===== config.mk =====
export PLATFORM = sky130hd
export DESIGN_NAME = regs_scoreboard
export DESIGN_NICKNAME = d
export VERILOG_FILES = /design/src/rtl/regs_scoreboard.sv
export SDC_FILE = /design/constraint.sdc
export NUM_CORES = 1
export LEC_CHECK = 0
export BUFFER_PORTS_ARGS = -buffer_cell sky130_fd_sc_hd__buf_2
export CAP_MARGIN = 20
export CELL_PAD_IN_SITES_DETAIL_PLACEMENT = 1
export CELL_PAD_IN_SITES_GLOBAL_PLACEMENT = 1
export CORE_ASPECT_RATIO = 0.5
export CORE_MARGIN = 2
export CORE_UTILIZATION = 46
export CTS_BUF_LIST = sky130_fd_sc_hd__clkbuf_16
export DETAILED_ROUTE_END_ITERATION = 8
export PLACE_DENSITY = 0.81
export SKIP_CTS_REPAIR_TIMING = 1
export SYNTH_ARGS = -nofsm -noshare
export SYNTH_HDL_FRONTEND = slang
export SYNTH_SLANG_ARGS = --single-unit
export TNS_END_PERCENT = 100

===== constraint.sdc =====
create_clock -name clk -period 4 [get_ports clk]
set_input_delay 0 -clock clk [delete_from_list [all_inputs] [get_ports clk]]
set_output_delay 0 -clock clk [all_outputs]
set_load 0.01 [all_outputs]

===== src/rtl/regs_scoreboard.sv =====
// Register-hazard scoreboard: per-GPR pending-write counters gating issue from decode,
// with a flush -> drain -> clear sequence. Optional `SCOREBOARD_CHECK_EN adds a sticky err port.
module regs_scoreboard #(
  parameter int unsigned N_REG        = 32,
  parameter int unsigned READ_PORTS   = 2,
  parameter int unsigned CNT_WIDTH    = 2,
  parameter int unsigned DRAIN_CYCLES = 3
) (
  input  logic                    clk,
  input  logic                    rst,
  input  logic                    flush,
  input  logic                    issue_valid,
  input  logic [READ_PORTS*5-1:0] issue_raddr,
  input  logic [READ_PORTS-1:0]   issue_rvalid,
  input  logic                    issue_we,
  input  logic [4:0]              issue_waddr,
  output logic                    issue_ready,
  input  logic                    wb_valid,
  input  logic [4:0]              wb_waddr,
  output logic [N_REG-1:0]        busy,
  output logic                    draining
`ifdef SCOREBOARD_CHECK_EN
  ,
  output logic                    err
`endif
);

  localparam int unsigned DcW = (DRAIN_CYCLES > 1) ? $clog2(DRAIN_CYCLES) : 1;
  localparam logic [CNT_WIDTH-1:0] CntMax = '1;
  localparam logic [CNT_WIDTH-1:0] CntOne = CNT_WIDTH'(1);
  localparam logic [DcW-1:0] DrainLoad = DcW'(DRAIN_CYCLES - 1);

  typedef enum logic [1:0] {StRun, StDrain, StClear} state_e;

  state_e               state_q, state_d;
  logic [DcW-1:0]       dcnt_q, dcnt_d;
  logic [CNT_WIDTH-1:0] cnt_q [N_REG];
  logic [CNT_WIDTH-1:0] cnt_d [N_REG];

  logic srcs_free;
  logic dst_full;
  logic dst_block;
  logic fire;
  logic retire_en;

  // A source is free if idle, or if its last pending write retires this very cycle.
  always_comb begin
    srcs_free = 1'b1;
    for (int p = 0; p < READ_PORTS; p++) begin
      if (issue_rvalid[p] && issue_raddr[5*p +: 5] != 5'd0) begin
        for (int r = 1; r < N_REG; r++) begin
          if (issue_raddr[5*p +: 5] == 5'(r)) begin
            if (!((cnt_q[r] == '0) ||
                  (cnt_q[r] == CntOne && wb_valid && wb_waddr == 5'(r)))) begin
              srcs_free = 1'b0;
            end
          end
        end
      end
    end
  end

  always_comb begin
    dst_full = 1'b0;
    for (int r = 1; r < N_REG; r++) begin
      if (issue_waddr == 5'(r) && cnt_q[r] == CntMax) dst_full = 1'b1;
    end
  end

  assign dst_block   = issue_we && (issue_waddr != 5'd0) && dst_full;
  assign issue_ready = !rst && (state_q == StRun) && !flush && srcs_free && !dst_block;
  assign fire        = issue_valid && issue_ready;
  assign retire_en   = wb_valid && (wb_waddr != 5'd0) && (state_q != StClear);

  always_comb begin
    for (int r = 0; r < N_REG; r++) begin
      cnt_d[r] = cnt_q[r];
      if (r == 0 || state_q == StClear) begin
        cnt_d[r] = '0;
      end else begin
        // Same-register fire and retire cancel out.
        if (fire && issue_we && issue_waddr == 5'(r)) begin
          if (!(retire_en && wb_waddr == 5'(r) && cnt_q[r] != '0)) cnt_d[r] = cnt_q[r] + CntOne;
        end else if (retire_en && wb_waddr == 5'(r) && cnt_q[r] != '0) begin
          cnt_d[r] = cnt_q[r] - CntOne;
        end
      end
    end
  end

  always_comb begin
    state_d = state_q;
    dcnt_d  = dcnt_q;
    unique case (state_q)
      StRun: begin
        if (flush) begin
          state_d = StDrain;
          dcnt_d  = DrainLoad;
        end
      end
      StDrain: begin
        if (flush) begin
          dcnt_d = DrainLoad;
        end else if (dcnt_q == '0) begin
          state_d = StClear;
        end else begin
          dcnt_d = dcnt_q - DcW'(1);
        end
      end
      StClear: begin
        if (flush) begin
          state_d = StDrain;
          dcnt_d  = DrainLoad;
        end else begin
          state_d = StRun;
        end
      end
      default: state_d = StRun;
    endcase
  end

  always_ff @(posedge clk) begin
    if (rst) begin
      state_q <= StRun;
      dcnt_q  <= '0;
      for (int r = 0; r < N_REG; r++) cnt_q[r] <= '0;
    end else begin
      state_q <= state_d;
      dcnt_q  <= dcnt_d;
      for (int r = 0; r < N_REG; r++) cnt_q[r] <= cnt_d[r];
    end
  end

  always_comb begin
    for (int r = 0; r < N_REG; r++) busy[r] = (cnt_q[r] != '0);
  end

  assign draining = (state_q == StDrain);

`ifdef SCOREBOARD_CHECK_EN
  logic wb_cnt_zero;
  logic underflow;
  logic sat_fire;

  always_comb begin
    wb_cnt_zero = 1'b0;
    for (int r = 1; r < N_REG; r++) begin
      if (wb_waddr == 5'(r) && cnt_q[r] == '0) wb_cnt_zero = 1'b1;
    end
  end

  assign underflow = wb_valid && (wb_waddr != 5'd0) && (state_q == StRun) && wb_cnt_zero;
  assign sat_fire  = fire && dst_block;

  always_ff @(posedge clk) begin
    if (rst) begin
      err <= 1'b0;
    end else if (underflow || sat_fire) begin
      err <= 1'b1;
    end
  end

`ifndef SYNTHESIS
  always @(posedge clk) begin
    if (!rst && underflow) $error("regs_scoreboard: retire of r%0d with no pending write", wb_waddr);
    if (!rst && sat_fire)  $error("regs_scoreboard: issue to saturated r%0d", issue_waddr);
  end
`endif
`endif

endmodule


==> run summary, run 1 <==
status -> complete, no violations
post-synthesis cell area -> 0.00755 mm2
fraction of layout cells with a size suffix above 1 -> 0.138
Slew @ Worst Pin -> 0.974 ns
syn_nets -> 1096
#FFs+latches synth -> 66
core area -> 0.0162 mm2
hold depth -> 4
largest net degree at the start of global routing -> 38
global route total overflow -> 0
Clock Skew -> 0.0102 ns
vias per inst -> 6.62
Die X -> 185 um
worst skew pair latency -> 0.36 ns
CTS buffer count -> 9
required time of the critical path -> 4.26 ns
Final Max Tran Viols -> 0
maximum fanout along the worst path -> 17
number of global-route vias before repair -> 7838
Synth Warn # -> 0
Most used DFF post-synth -> dfxtp_1
antenna violations before repair -> 0
power share of the clock group -> 0.396
Leakage -> 3.46 nW
ys async rst share -> 0
Layout area overhead -> 10.6%
EDFF count, synth -> 0
boundary pin count -> 62
switching share of power -> 0.361
CP Data Arrival Time -> 3.94 ns
RSZ-0062 raised after global routing -> no
drt pass-1 iters -> 5
Die Y -> 94.6 um
Worst Hold Class -> input port to register
most common cell after layout, fill and taps aside -> inv_1
ANT cells -> 0
Sw Pwr -> 755 uW
PortBufs -> 60
internal power -> 1.34 mW
DP HPWL -> 25000 um
global-route wire length before repair -> 47800 um
Max Freq -> 0.272 GHz
fin crit share -> 0.919
clk sink count -> 66
minimum clock period -> 3.68 ns
Area after DPL -> 0.00803 mm2
Max-Cap Viols -> 0
clk slew on worst S/H paths -> 0.07 ns
final setup fails -> 0
H-Tree Depth -> 3
Die ar. -> 0.0175 mm2
commonest non-fill, non-tap cells in the layout -> 120 x inv_1, 94 x ha_1, 83 x nor2_1, 66 x dfxtp_1, 60 x buf_2
Net count, final -> 1135
Seq pwr share -> 0.339
DRC Markers -> 0
antenna viol nets, final -> 0
Startpoint Class -> register
CTS Buffer Depth -> 2
PwrDens -> 250 mW/mm2
R2R cell count -> 11
critical path type -> register to register
Crit. End Element -> register
Initial Util -> 0.465
final wirelength -> 32100 um
Routed WL per cell -> 25.8 um
Synth Area per Inst -> 7.75 um2
Initial DRC Count -> 1001
Mapped Cells -> 974
GPL Wtd Cong -> 0.973
Finished Cell Area -> 0.00835 mm2
GRT Total Usage -> 0.369
Slew headroom -> 0.351
combinational power share -> 0.265
Post-Route Setup TNS -> 0 ns
share of the yosys chip area belonging to registers -> 0.175
Fin. Hold Viols -> 0
VDD IR max -> 0.000209 V
CTS tree -> yes
via count -> 8247
FP Rows -> 33
Root Buffer -> clkbuf_16
Netlist cell types -> 87
## layer usage
layer,global-route usage,routed length [um],vias to the layer above
met5,0,0,-
met4,0.0794,550,0
met3,0.118,3980,46
met2,0.552,13300,479
met1,0.515,14300,4104
li1,-,-,3618
## final timing paths
check,startpoint,end,slack [ns]
setup / recovery,state_q[1],cnt_q[0][19],0.32
hold / removal,wb_waddr[0],cnt_q[0][25],0.18
setup reg to reg,state_q[1],cnt_q[0][19],0.32
hold reg to reg,cnt_q[0][25],cnt_q[0][25],0.52
## kinds of logic (layout without fill, tap and decap cells)
| group | after synthesis | after routing | share of synthesized area |
|---|---|---|---|
| AO/OA/AOI/OAI | 200 | 200 | 0.204 |
| XOR/XNOR | 57 | 57 | 0.0661 |
| adder cells (fa/ha/maj) | 94 | 94 | 0.156 |
| buffers and inverters | 181 | 225 | 0.102 |
| flip-flops | 66 | 66 | 0.175 |
| multiplexers | 14 | 14 | 0.0186 |
| other | 1 | 1 | 0.000497 |
| AND/OR/NAND/NOR | 361 | 361 | 0.278 |
## cell usage after synthesis (6+ instances only)
cell type,number,area share
and3_1,12,0.0099
dfxtp_1,66,0.18
inv_1,118,0.059
nor2_1,83,0.041
mux2i_1,14,0.019
or4_4,6,0.0090
nand3b_1,6,0.0060
and2_1,10,0.0083
nand3_1,26,0.017
a211oi_1,13,0.013
buf_2,20,0.013
nand2_1,35,0.017
a31oi_1,33,0.027
ha_1,94,0.16
or3_1,7,0.0058
a41oi_1,6,0.0070
a21o_1,13,0.013
or4_1,6,0.0060
a32oi_1,6,0.0070
nor2b_1,11,0.0091
a21oi_1,16,0.011
a311oi_1,39,0.045
nor4_1,12,0.0099
xnor2_1,56,0.065
nand4_1,50,0.041
clkbuf_1,29,0.014
buf_4,6,0.0060
a221oi_1,14,0.016
nor3_1,29,0.019
nand2b_1,21,0.017
o21ai_0,15,0.0099
## sequential cells by signal, summed over array words and instances, names as in the netlist
signal   cells
cnt_q       62
dcnt_q       2
state_q      2
## critical path, cell delays in order, from the launching register on
cell	delay [ns]
dfxtp_1	0.39
nor4_1	0.32
buf_4	0.22
o31ai_1	0.08
nor4_1	0.27
nand4_1	0.24
a221oi_2	0.42
nand2_2	0.35
buf_4	0.27
nor4_4	0.57
nand3_1	0.16
a311oi_1	0.29
## per-stage QoR
| stage | util | cells | hold WS (ns) | power, mW | worst slack (ns) |
|---|---|---|---|---|---|
| after floorplan | - | 974 | 0.0724 | 1.05 | 1.19 |
| after global placement | 0.495 | 1226 | 0.239 | 1.23 | 0.357 |
| after detailed placement | 0.495 | 1226 | 0.245 | 1.25 | 0.253 |
| after CTS | 0.513 | 1242 | -0.123 | 2.06 | 0.405 |
| after global routing | 0.514 | 1245 | 0.204 | 2.15 | 0.104 |
| final | 0.514 | 1245 | 0.176 | 2.09 | 0.324 |
## power groups by stage
stage / logic [mW] / clock network [mW] / registers [mW]
CTS: 0.530 / 0.822 / 0.708
global placement: 0.510 / 0 / 0.719
finish: 0.553 / 0.828 / 0.709
global route: 0.582 / 0.854 / 0.712
detailed placement: 0.527 / 0 / 0.723
floorplan: 0.333 / 0 / 0.715
## final cells by class
class,count,area [um2]
flip-flops and latches,66,1320
clock inverters,7,62.6
multi-input cells,727,5460
clock buffers,9,225
inverters,118,443
repair buffers,91,553
well taps,227,284
fillers,2072,7880
Note: power is estimated with default switching activity, not from simulation.
==> run 2, diff against run 1 <==
==> constraint.sdc (replaced) <==
create_clock -name clk -period 3.55 [get_ports clk]
set_input_delay 0 -clock clk [delete_from_list [all_inputs] [get_ports clk]]
set_output_delay 0 -clock clk [all_outputs]
set_load 0.01 [all_outputs]
==> run 2 against run 1 <==
  * Wire length rose by 4.8%
  * Worst setup slack lost 0.24 ns
  * Sequential share of layout area is 0.51 points lower
  * Hold slack better by 0.024 ns
  * Non-clock buffer count grew 18
  * Maximum frequency increased by 6.0%
  * Register-to-register slack worse by 0.24 ns
  * Flip-flop and latch count is the same
  * Global-route usage up 1.5 points
  * Power is 23% higher
  * Core utilization rose by 1.8 points
  * Largest cell class unchanged
  * Largest power group unchanged
==> run summary, run 2 (same netlist as run 1, synthesis figures left out) <==
status -> complete, no violations
worst-path cell chain -> nor4_2, buf_4, o31ai_1, nor4_1, nand4_1, a221oi_2, buf_4, nand2_2, buf_12, or4_4, a221oi_2, a311oi_2
Slew headroom -> 0.433 (+0.0822)
antenna violations before repair -> 2 (+2)
worst skew pair latency -> 0.36 ns (about the same)
largest reg by FF count -> cnt_q
H-Tree Depth -> 3 (unchanged)
CTS tree -> yes
clk sink count -> 66 (unchanged)
minimum clock period -> 3.47 ns (-0.209 ns)
GPL Wtd Cong -> 1.04 (+6.6%)
boundary pin count -> 62 (unchanged)
CP max-delay cell -> or4_4
VDD IR max -> 0.000250 V (+20%)
final wirelength -> 33600 um (+4.8%)
Die ar. -> 0.0175 mm2 (unchanged)
required time of the critical path -> 3.75 ns (-0.51 ns)
ANT cells -> 0 (unchanged)
Crit. End Element -> register
CTS Buffer Depth -> 2 (unchanged)
critical path type -> register to register
Die X -> 185 um (unchanged)
Worst Hold Class -> input port to register
fraction of layout cells with a size suffix above 1 -> 0.165 (+0.0275)
Leakage -> 3.60 nW (+4.0%)
Crit path largest cell delay -> 0.58 ns (about the same)
most common cell after layout, fill and taps aside -> inv_1
max FFs per register -> 62 (unchanged)
Max Freq -> 0.288 GHz (+6.0%)
PwrDens -> 298 mW/mm2 (+19%)
Post-Route Setup TNS -> 0 ns (unchanged)
Net count, final -> 1153 (+1.6%)
DP HPWL -> 25700 um (+2.9%)
setup slack, reg-to-reg -> 0.08 ns (-0.24 ns)
Slew @ Worst Pin -> 0.851 ns (-0.123 ns)
PortBufs -> 60 (unchanged)
largest net degree at the start of global routing -> 33 (-13%)
global route total overflow -> 0 (unchanged)
core area -> 0.0162 mm2 (unchanged)
fill count -> 1983 (-4.3%)
Initial Util -> 0.465 (unchanged)
CP Data Arrival Time -> 3.67 ns (-0.27 ns)
clk slew on worst S/H paths -> 0.07 ns (about the same)
commonest non-fill, non-tap cells in the layout -> 118 x inv_1, 94 x ha_1, 83 x nor2_1, 64 x dfxtp_1, 60 x buf_2
via count -> 8406 (+1.9%)
Clock Skew -> 0.00891 ns (-0.00128 ns)
vias per inst -> 6.66 (+0.48%)
Max-Cap Viols -> 0 (unchanged)
Final Max Tran Viols -> 0 (unchanged)
antenna viol nets, final -> 0 (unchanged)
DRC Markers -> 0 (unchanged)
final setup fails -> 0 (unchanged)
Die Y -> 94.6 um (unchanged)
Root Buffer -> clkbuf_16
fin crit share -> 0.977 (+0.0575)
Layout area overhead -> 14.5%
number of global-route vias before repair -> 8227 (+5.0%)
top flop regs -> cnt_q x62, dcnt_q x2, state_q x2
GRT Total Usage -> 0.384 (+0.0154)
Routed WL per cell -> 26.6 um (+3.3%)
Initial DRC Count -> 1038 (+3.7%)
Finished Core Util -> 0.532 (+0.0180)
CTS buffer count -> 9 (unchanged)
FP Rows -> 33 (unchanged)
maximum fanout along the worst path -> 20 (+3)
Fin. Hold Viols -> 0 (unchanged)
Startpoint Class -> register
drt pass-1 iters -> 6 (+1)
global-route wire length before repair -> 49700 um (+4.0%)
-- run 2: cell types whose count changed in the layout (fill, tap and decap cells not counted), moves of 3 or more --
| cell | delta |
|---|---|
| buf_4 | +14 |
| a221oi_2 | +4 |
| a221oi_1 | -4 |
| a311oi_2 | +3 |
| a311oi_1 | -3 |
| buf_12 | +3 |
-- run 2: worst paths after layout --
| kind | end | cells past startpoint | from |
|---|---|---|---|
| min | cnt_q[0][25] | 5 | wb_waddr[1] |
| max reg2reg | cnt_q[1][21] | 12 | state_q[0] |
| max | cnt_q[1][21] | 12 | state_q[0] |
| min reg2reg | cnt_q[0][25] | 2 | cnt_q[0][25] |
-- run 2: final cells by class --
class	count	area (um2)	area share
inverters	118	443	0.0513
clock inverters	7	116	0.0135
well taps	227	284	0.0329
flip-flops and latches	66	1320	0.153
clock buffers	9	225	0.0261
repair buffers	109	729	0.0844
multi-input cells	727	5520	0.639
-- run 2: stage by stage --
stage                     setup slack [ns]  power [mW]  cell area (um2)  hold WS, ns  std cells
after floorplan                      0.745        1.18             7550       0.0724        974
after global placement               0.222        1.41             8200        0.237       1243
after detailed placement             0.171        1.43             8200        0.240       1243
after CTS                            0.141        2.52             8540       -0.128       1259
after global routing               -0.0219        2.64             8640        0.220       1263
final                               0.0832        2.58             8640        0.200       1263
-- run 2: critical path: cells and delay by family, from the launching register on --
family / cells / cell delay [ns]
DFF: 1 / 0.36
and+or+nand+nor: 5 / 1.50
buffers and inverters: 3 / 0.57
AOI/OAI and AO/OA: 4 / 0.85
-- run 2: routing by layer --
metal  part of all wire  global-route usage
met1               0.42               0.522
met5            0.00083                   0
met3               0.14               0.138
met2               0.41               0.566
met4              0.027               0.114
-- run 2: where the power goes --
group | switching, mW | internal [mW]
clock network | 0.420 | 0.687
logic | 0.443 | 0.224
registers | 0.0306 | 0.770
total | 0.894 | 1.68
